==> src/rtl/snake_direction_ctrl_pkg.sv <==
// Shared definitions for the snake direction controller: movement control
// codes (also consumed by control_signal_mux and the movement logic), FSM
// state encoding, button indices and the reversal helper.
package snake_direction_ctrl_pkg;

  localparam logic [2:0] DIR_STOP  = 3'd0;
  localparam logic [2:0] DIR_UP    = 3'd1;
  localparam logic [2:0] DIR_DOWN  = 3'd2;
  localparam logic [2:0] DIR_LEFT  = 3'd3;
  localparam logic [2:0] DIR_RIGHT = 3'd4;

  localparam int NUM_BTN   = 5;
  localparam int BTN_UP    = 0;
  localparam int BTN_DOWN  = 1;
  localparam int BTN_LEFT  = 2;
  localparam int BTN_RIGHT = 3;
  localparam int BTN_PAUSE = 4;

  typedef enum logic [1:0] {
    ST_IDLE   = 2'd0,
    ST_MOVING = 2'd1,
    ST_PAUSED = 2'd2
  } state_e;

  // True when heading b would be a 180-degree turn from heading a.
  function automatic logic is_opposite(input logic [2:0] a, input logic [2:0] b);
    return ((a == DIR_UP)   && (b == DIR_DOWN))  ||
           ((a == DIR_DOWN) && (b == DIR_UP))    ||
           ((a == DIR_LEFT) && (b == DIR_RIGHT)) ||
           ((a == DIR_RIGHT) && (b == DIR_LEFT));
  endfunction

endpackage

==> src/rtl/snake_direction_ctrl_button_debouncer.sv <==
// One push-button input path: two-flop synchronizer, stability counter and
// rising-edge press pulse on the debounced value.
module button_debouncer #(
  parameter int DEBOUNCE_CYCLES = 250000,
  parameter int CNT_W           = 18
) (
  input  logic clk,
  input  logic reset,
  input  logic raw,
  output logic stable,
  output logic press
);

  logic             sync1_q, sync2_q;
  logic             stable_q, stable_d;
  logic             stable_prev_q;
  logic [CNT_W-1:0] cnt_q, cnt_d;

  // Count consecutive cycles of disagreement; flip once it has persisted long enough.
  always_comb begin
    cnt_d    = '0;
    stable_d = stable_q;
    if (sync2_q != stable_q) begin
      if (cnt_q == CNT_W'(DEBOUNCE_CYCLES - 1)) begin
        stable_d = sync2_q;
      end else begin
        cnt_d = cnt_q + CNT_W'(1);
      end
    end
  end

  // Synchronizer, debounce state and edge-detect history.
  always_ff @(posedge clk) begin
    if (reset) begin
      sync1_q       <= 1'b0;
      sync2_q       <= 1'b0;
      stable_q      <= 1'b0;
      stable_prev_q <= 1'b0;
      cnt_q         <= '0;
    end else begin
      sync1_q       <= raw;
      sync2_q       <= sync1_q;
      stable_q      <= stable_d;
      stable_prev_q <= stable_q;
      cnt_q         <= cnt_d;
    end
  end

  assign stable = stable_q;
  assign press  = stable_q & ~stable_prev_q;

endmodule

==> src/rtl/snake_direction_ctrl.sv <==
// Player direction controller: debounced buttons feed a priority encoder and
// reversal filter; a pending heading is committed on the game tick.
module snake_direction_ctrl
  import snake_direction_ctrl_pkg::*;
#(
  parameter int DEBOUNCE_CYCLES = 250000,
  parameter int CNT_W           = 18
) (
  input  logic       clk,
  input  logic       reset,
  input  logic       btn_up,
  input  logic       btn_down,
  input  logic       btn_left,
  input  logic       btn_right,
  input  logic       btn_pause,
  input  logic       tick,
  output logic [2:0] dir_out,
  output logic       dir_changed,
  output logic       paused
);

  logic [NUM_BTN-1:0] btn_raw;
  logic [NUM_BTN-1:0] btn_press;

  assign btn_raw = {btn_pause, btn_right, btn_left, btn_down, btn_up};

  generate
    for (genvar gi = 0; gi < NUM_BTN; gi++) begin : g_btn
      button_debouncer #(
        .DEBOUNCE_CYCLES(DEBOUNCE_CYCLES),
        .CNT_W          (CNT_W)
      ) u_deb (
        .clk   (clk),
        .reset (reset),
        .raw   (btn_raw[gi]),
        .stable(),
        .press (btn_press[gi])
      );
    end
  endgenerate

  state_e     state_q, state_d;
  logic [2:0] dir_q, dir_d;
  logic [2:0] pend_q, pend_d;
  logic       chg_q;
  logic [2:0] req;
  logic       req_ok;

  // Priority encode simultaneous presses and filter against the committed heading.
  always_comb begin
    req = DIR_STOP;
    if (btn_press[BTN_UP])         req = DIR_UP;
    else if (btn_press[BTN_DOWN])  req = DIR_DOWN;
    else if (btn_press[BTN_LEFT])  req = DIR_LEFT;
    else if (btn_press[BTN_RIGHT]) req = DIR_RIGHT;
    req_ok = (req != DIR_STOP) && (req != dir_q) && !is_opposite(dir_q, req);
  end

  // Next state, commit on tick, pause toggling; a same-cycle request overrides pend.
  always_comb begin
    state_d = state_q;
    dir_d   = dir_q;
    pend_d  = pend_q;
    case (state_q)
      ST_IDLE: begin
        if (tick && (pend_q != DIR_STOP)) begin
          dir_d   = pend_q;
          pend_d  = DIR_STOP;
          state_d = ST_MOVING;
        end
      end
      ST_MOVING: begin
        if (btn_press[BTN_PAUSE]) begin
          state_d = ST_PAUSED;
        end else if (tick && (pend_q != DIR_STOP)) begin
          dir_d  = pend_q;
          pend_d = DIR_STOP;
        end
      end
      ST_PAUSED: begin
        if (btn_press[BTN_PAUSE]) state_d = ST_MOVING;
      end
      default: state_d = ST_IDLE;
    endcase
    if (req_ok) pend_d = req;
  end

  // State and output registers.
  always_ff @(posedge clk) begin
    if (reset) begin
      state_q <= ST_IDLE;
      dir_q   <= DIR_STOP;
      pend_q  <= DIR_STOP;
      chg_q   <= 1'b0;
    end else begin
      state_q <= state_d;
      dir_q   <= dir_d;
      pend_q  <= pend_d;
      chg_q   <= (dir_d != dir_q);
    end
  end

  assign dir_out     = dir_q;
  assign dir_changed = chg_q;
  assign paused      = (state_q == ST_PAUSED);

endmodule
==> config.mk <==
export PLATFORM = sky130hd
export DESIGN_NAME = snake_direction_ctrl
export DESIGN_NICKNAME = d
export VERILOG_FILES = /design/src/rtl/snake_direction_ctrl_pkg.sv /design/src/rtl/snake_direction_ctrl_button_debouncer.sv /design/src/rtl/snake_direction_ctrl.sv
export SDC_FILE = /design/constraint.sdc
export NUM_CORES = 1
export LEC_CHECK = 0
export CORE_MARGIN = 10
export CORE_UTILIZATION = 60
export DETAILED_ROUTE_END_ITERATION = 10
export PLACE_DENSITY = 0.78
export SYNTH_ARGS = -nofsm -noshare
export SYNTH_HDL_FRONTEND = slang
export SYNTH_HIERARCHICAL = 1
export SYNTH_SLANG_ARGS = --single-unit
==> constraint.sdc <==
create_clock -name clk -period 2.63 [get_ports clk]
set_input_delay 0.526 -clock clk [delete_from_list [all_inputs] [get_ports clk]]
set_output_delay 0.526 -clock clk [all_outputs]
set_load 0.02 [all_outputs]
# ---- Yosys cells after proc, flatten, opt, wreduce, memory -nomap -nowiden
# Cells that the tools add are included.
dict set report word_totals {
  output_inout_bits 5
  wordCells 117
  ff_bits 119
  input_bits 8
}
dict set report classes {
  addsub 5
  muxes 15
  eq_ne 26
  n_bitwise 15
  n_reduce_logical 27
}
# operator count
set ops {}
lappend ops {{18-bit by 1-bit adder with 18-bit output, second input constant} 5}
lappend ops {{18-bit == test, second input constant} 5}
lappend ops {{3-bit two-way mux} 9}
lappend ops {{3-bit OR reduction} 5}
lappend ops {{3-bit by 2-bit == test with 1-bit output, second input constant} 4}
lappend ops {{3-bit one-hot mux with 2 select lines} 2}
lappend ops {{2-bit AND reduction} 6}
lappend ops {{1-bit NOT} 10}
lappend ops {{3-bit nonzero test} 3}
lappend ops {{1-bit logical AND} 7}
lappend ops {{3-bit by 1-bit == test with 1-bit output, second input constant} 2}
lappend ops {{3-bit == test, second input constant} 2}
lappend ops {{2-bit two-way mux} 3}
lappend ops {{3-bit inequality test} 2}
lappend ops {{2-bit one-hot mux with 3 select lines} 1}
lappend ops {{1-bit bitwise AND} 5}
lappend ops {{1-bit inequality test} 5}
lappend ops {{2-bit by 1-bit inequality test with 1-bit output, second input constant} 2}
lappend ops {{1-bit logical OR} 3}
lappend ops {{3-bit inequality test, second input constant} 1}
lappend ops {{3-bit AND reduction} 1}
lappend ops {{2-bit by 1-bit == test with 1-bit output, second input constant} 1}
lappend ops {{2-bit == test, second input constant} 1}
lappend ops {{2-bit zero test} 1}
lappend ops {{other kinds (2)} 2}

# ---- Longest topological paths before layout
dict set report depth {
  depth_word 15
  ltp_mapped 6
  mapped_depth_nobuf 6
}

# ---- Cells and area by module
# The synthesis kept the hierarchy.
# mod seq_area_each_um2 instances cells_per_inst area_per_inst_um2
set modules_own_cells {}
lappend modules_own_cells {button_debouncer 440.4 5 104 969.7}
lappend modules_own_cells {snake_direction_ctrl 180.2 1 66 575.6}

# ---- Worst setup path before layout
# Ideal clock, no wire load.
dict set report synth_path {
  path_kind {register to register}
  from {register g_btn[2].u_deb.stable_q}
  to {register pend_q[0]}
  slack_ps 796
  n_path_buf 0
  required_time_ps 2509
  arrival_ps 1713
  path_stages_with_launch 7
  synth_period_minus_slack_ps 1834
  setup_time_ps 121
  path_cell_list {dfxtp_1 -> nor2b_1 -> nor2_2 -> or4b_4 -> o311ai_4 -> a21oi_2 -> mux2_4}
}
dict set report synth_via {
  elab_chain_cells 13
  elab_cells_between_ends 24
  cone_classes {6 x eq/ne; 4 x mux; 1 x bitwise; 13 x reduce/logical}
}
# element line
set synth_lines {}
lappend synth_lines {{from (decl)} snake_direction_ctrl_button_debouncer.sv:15} ;# logic stable_q, stable_d;
lappend synth_lines {{from (signal assigned)} snake_direction_ctrl_button_debouncer.sv:43} ;# stable_q <= stable_d;
lappend synth_lines {{1-bit bitwise AND (*)} snake_direction_ctrl_button_debouncer.sv:50} ;# assign press = stable_q & ~stable_prev_q;
lappend synth_lines {{named net btn_press[2]} snake_direction_ctrl.sv:23} ;# logic [NUM_BTN-1:0] btn_press;
lappend synth_lines {{3-bit two-way mux (*)} snake_direction_ctrl.sv:54} ;# else if (btn_press[BTN_LEFT]) req = DIR_LEFT;
lappend synth_lines {{3-bit two-way mux (*)} snake_direction_ctrl.sv:53} ;# else if (btn_press[BTN_DOWN]) req = DIR_DOWN;
lappend synth_lines {{3-bit two-way mux (*)} snake_direction_ctrl.sv:52} ;# if (btn_press[BTN_UP]) req = DIR_UP;
lappend synth_lines {{3-bit by 2-bit == test with 1-bit output / 3-bit by 1-bit == test with 1-bit output (equally long branches)} {snake_direction_ctrl_pkg.sv:27, snake_direction_ctrl_pkg.sv:28}}
lappend synth_lines {{1-bit logical AND (on tied branches)} {snake_direction_ctrl_pkg.sv:27, snake_direction_ctrl_pkg.sv:28}}
lappend synth_lines {{1-bit logical OR} snake_direction_ctrl_pkg.sv:27} ;# return ((a == DIR_UP) && (b == DIR_DOWN)) ||
lappend synth_lines {{1-bit logical OR} snake_direction_ctrl_pkg.sv:28} ;# ((a == DIR_DOWN) && (b == DIR_UP)) ||
lappend synth_lines {{1-bit logical OR} snake_direction_ctrl_pkg.sv:29} ;# ((a == DIR_LEFT) && (b == DIR_RIGHT)) ||
lappend synth_lines {{1-bit zero test} snake_direction_ctrl.sv:56} ;# req_ok = (req != DIR_STOP) && (req != dir_q) && !is_opposite(dir_q, req);
lappend synth_lines {{1-bit logical AND} snake_direction_ctrl.sv:56}
lappend synth_lines {{3-bit inequality test (no line) / 3-bit nonzero test (equally long branches)} --}
lappend synth_lines {{2-bit AND reduction (no line)} --}
lappend synth_lines {{to (signal assigned)} snake_direction_ctrl.sv:98} ;# pend_q <= pend_d;
lappend synth_lines {{to (decl)} snake_direction_ctrl.sv:44} ;# logic [2:0] pend_q, pend_d;
# The timed path passes the listed nets; every way through them passes the cells marked *.
# A chain may end at the register's enable or synchronous reset.

# ---- Worst setup path in the final report
dict set report layout_path {
  from {register dir_q[1], in the netlist dir_out[1]}
  to {output port dir_out[1]}
}
# element line
set layout_rtl {}
lappend layout_rtl {{from (decl)} snake_direction_ctrl.sv:43} ;# logic [2:0] dir_q, dir_d;
lappend layout_rtl {{from (signal assigned)} snake_direction_ctrl.sv:97} ;# dir_q <= dir_d;
lappend layout_rtl {{to (decl)} snake_direction_ctrl.sv:17} ;# output logic [2:0] dir_out,
# No word-level cell between the ends.

==> impl_summary.log <==
INFO  metric drt-pass1-iter-count = 5
INFO  metric placeableCoreArea = 8760 um^2
INFO  metric cpLargestDelayFamily = buffers and inverters
INFO  metric sequential_standard_cell_area = 2380 um^2
INFO  metric max_slew.worst_pin.slew = 0.742 ns
INFO  metric max-cap-violations = 0
INFO  metric first_pass_grt_wire_length = 18200 um
INFO  metric min_delay_worst_endpoint = g_btn[4].u_deb/sync2_q$_SDFF_PP0_
INFO  metric dp_hpwl = 6700 um
INFO  metric core.rowCount = 34
INFO  metric worst_hold_path.num_cells = 1
INFO  metric cts_resized = 0
INFO  metric hold_buffers = 0
INFO  metric groute.usage.overall = between 15 and 20%
INFO  metric clock_insertion_delay_worst_skew = 0.51 ns
INFO  metric area_delta_synth_final = 14.2%
INFO  metric worstReg2RegStart = g_btn[3].u_deb/cnt_q[12]$_SDFF_PP0_
INFO  metric ys_seq_elements = 119
INFO  metric antenna_found_initial = 0
INFO  metric ctsRootBufferMaster = clkbuf_8
INFO  metric floorplan.initialDensity = 61.9%
INFO  metric clk_path_buf_depth = 2
INFO  metric report.final.slew_viol_count = 0
INFO  metric post-place-ws = about 0.57 ns
INFO  metric routabilityCongestion = 0.834
INFO  metric clkTransAtPathRegs = 0.05 ns
INFO  metric antenna-diode-count = 0
INFO  metric achievable-frequency = about 0.42 GHz
INFO  metric startpoint = dir_out[1]$_SDFF_PP0_
INFO  metric syn_area_per_cell = roughly 9.3 um^2
INFO  metric vias_per_cell = 5.68
INFO  metric finClkSkew = 0.00835 ns
INFO  metric netlist_instances = 586
INFO  metric worst_hold_path_type = reg -> reg
INFO  metric synth_cell_type_count = 44
INFO  metric timing.critical_path.cells = clkdlybuf4s50_1
INFO  metric layout_common_cells = 119 x dfxtp_1, 111 x nor2_1, 76 x xnor2_1, 32 x nand3_1, 30 x nor4_1
INFO  metric max_stage_delay = 0.75 ns
INFO  metric timing.setup.tns = 0 ns
INFO  metric die_h = between 100 and 150 um
INFO  metric setup.worst_path.class = reg -> out
INFO  metric cp-start-kind = register
INFO  metric final.period_utilization = between 80 and 90%
INFO  metric status = complete, no violations
INFO  metric worst_r2r_endpoint = g_btn[3].u_deb/cnt_q[2]$_SDFF_PP0_
INFO  metric layout_commonest_cell = dfxtp_1
INFO  metric final_hold_viol_count = 0
INFO  metric synthesis.nets = 599
INFO  metric port-buffer-count = 12
INFO  metric max_slew_margin = 50.5%
INFO  metric power.density = between 600 and 700 nW/um^2
INFO  metric setup_repair_after_global_routing_missed_its_margin = false
INFO  metric htree_levels = 4
INFO  metric grt_pass1_vias = 4070
INFO  metric tritoncts_buffer_count = 17
INFO  metric critical_path.max_fanout = 10
INFO  metric cts_tree = yes
INFO  metric routed_wirelength = 10100 um
INFO  metric timing.final.crit_period = 2.36 ns
INFO  metric arrival = approximately 1.8 ns
INFO  metric post-cts-setup-buffers = 0
INFO  metric syn_area = 5420 um^2
INFO  metric layout.filler_cells = 691
INFO  metric nets = 619
INFO  metric post-route-drc-count = 0
INFO  metric regToRegSetupSlack = 0.57 ns
INFO  metric routed-via-count = 4126
INFO  metric number_of_primary_i_o_pins = 13
INFO  metric critical_path.n_buffers_inverters = 1
INFO  metric power.static_leakage = 1.92 nW
INFO  metric clock-sinks = 119
INFO  metric seq_area_frac_synth = 43.9%
INFO  metric remaining_global_route_overflow = 0
INFO  metric route.antenna.remaining_nets = 0
INFO  metric multi_input_area = 2890 um^2
INFO  metric timing.final.setup_violations = 0
INFO  metric wire_per_inst = around 14 um
INFO  metric vdd.ir_drop.worst = 504 uV
INFO  metric required = 2.10 ns
INFO  metric grt_start_max_net_pins = 37
INFO  metric chipWidth = 115 um
INFO  metric hold_slack = 0.432 ns
INFO  metric die-area = 13200 um^2
INFO  metric yosysWarnings = 6
INFO  metric setup_ws = 0.266 ns
INFO  metric dr.first_iter.drc_count = roughly 220
INFO  metric timing.hold.worst.start = g_btn[4].u_deb/sync1_q$_SDFF_PP0_
INFO  metric critPathSlowestCell = clkdlybuf4s50_1
INFO  metric r2r.worst_path.cells = 4
INFO  metric drive_above_1_share = 9.69%
INFO  metric end_kind = output port
==> metrics by stage <==
| stage | util, % | total power, W | cells | area, um^2 |
|---|---|---|---|---|
| floorplan | - | 0.00188 | 586 | 5420 |
| CTS | 70.7 | 0.00411 | 727 | 6190 |
| global placement | 64.1 | 0.00190 | 695 | 5620 |
| detailed placement | 64.1 | 0.00191 | 695 | 5620 |
| global route | 70.7 | 0.00422 | 727 | 6190 |
| finish | 70.7 | 0.00407 | 727 | 6190 |
==> power by group <==
group | leakage, nW | internal (W) | total (W) | switching (W)
registers | 0.961 | 0.00181 | 0.00182 | 0.00000616
clock network | 0.276 | 0.00140 | 0.00221 | 0.000804
logic | 0.683 | 0.0000218 | 0.0000482 | 0.0000265
total | 1.92 | 0.00324 | 0.00407 | 0.000836
==> Yosys cell counts, drive strengths merged <==
cell type  count  area (um^2)
o31a           1         8.76
o311ai         1         26.3
nor4          30          188
o21a           1         7.51
a21oi         11         58.8
o21ai          1         5.00
nand2         17         76.3
xor2           7         61.3
or4            5         37.5
xnor2         76          666
nor3b          1         7.51
and3b          1         8.76
o311a          1         10.0
nor4b         10         87.6
nor4bb         1         10.0
ha             5         62.6
or4b           1         13.8
o32ai          1         8.76
inv           23         86.3
nand2b         1         6.26
nor3          28          140
nand3b         3         22.5
nand4         25          263
nand4b         5         43.8
a31oi          1         6.26
nand3         32          160
dfxtp        119         2380
mux2i          4         40.0
clkbuf         6         22.5
buf            6         42.5
nor2b         26          163
o31ai         11          151
or3            5         31.3
mux2           6         71.3
and4bb         2         25.0
nor2         112          423
==> cell type report <==
| type | instances | area share (%) |
|---|---|---|
| Sequential cell | 119 | 38.5 |
| Tap cell | 108 | 2.18 |
| Clock inverter | 10 | 1.94 |
| Clock buffer | 22 | 7.31 |
| Timing Repair Buffer | 13 | 2.06 |
| Multi-Input combinational cell | 432 | 46.7 |
| Inverter | 23 | 1.39 |
==> cells by family after synthesis <==
kind of cell             after synthesis  share of synthesized area, %
XOR/XNOR                              83                          13.4
multiplexers                          10                          2.05
flip-flops                           119                          43.9
adder cells (fa/ha/maj)                5                          1.15
AO/OA/AOI/OAI                         29                          5.21
buffers and inverters                 35                          2.79
AND/OR/NAND/NOR                      305                          31.5
==> metal layers <==
layer  up-vias  track usage, %  routed length, um
met5         -               0                  0
li1       2091               -                  -
met4         0            7.43                178
met3        16            4.32                365
met2        79            28.3               5170
met1      1940            18.8               4390
==> registers in the layout, summed over array words and instances (netlist names) <==
register and flops:
g_btn.u_deb/stable_prev_q 5, dir_out 3, dir_changed 1, g_btn.u_deb/sync1_q 5
state_q 2, g_btn.u_deb/stable 5, g_btn.u_deb/sync2_q 5, pend_q 3
g_btn.u_deb/cnt_q 90
==> worst max path at each step <==
| stage | endpoint | cells past startpoint | slack [ns] |
|---|---|---|---|
| final | dir_out[1] | 1 | 0.27 |
| after global routing | dir_out[1] | 1 | 0.18 |
| after CTS | dir_out[1] | 1 | 0.25 |
| after detailed placement | pend_q[0]$_SDFFE_PP0P_ | 5 | 0.57 |
| after global placement | pend_q[0]$_SDFFE_PP0P_ | 5 | 0.62 |
| after floorplan | pend_q[0]$_SDFFE_PP0P_ | 6 | 0.80 |
Note: power is estimated with default switching activity, not from simulation.
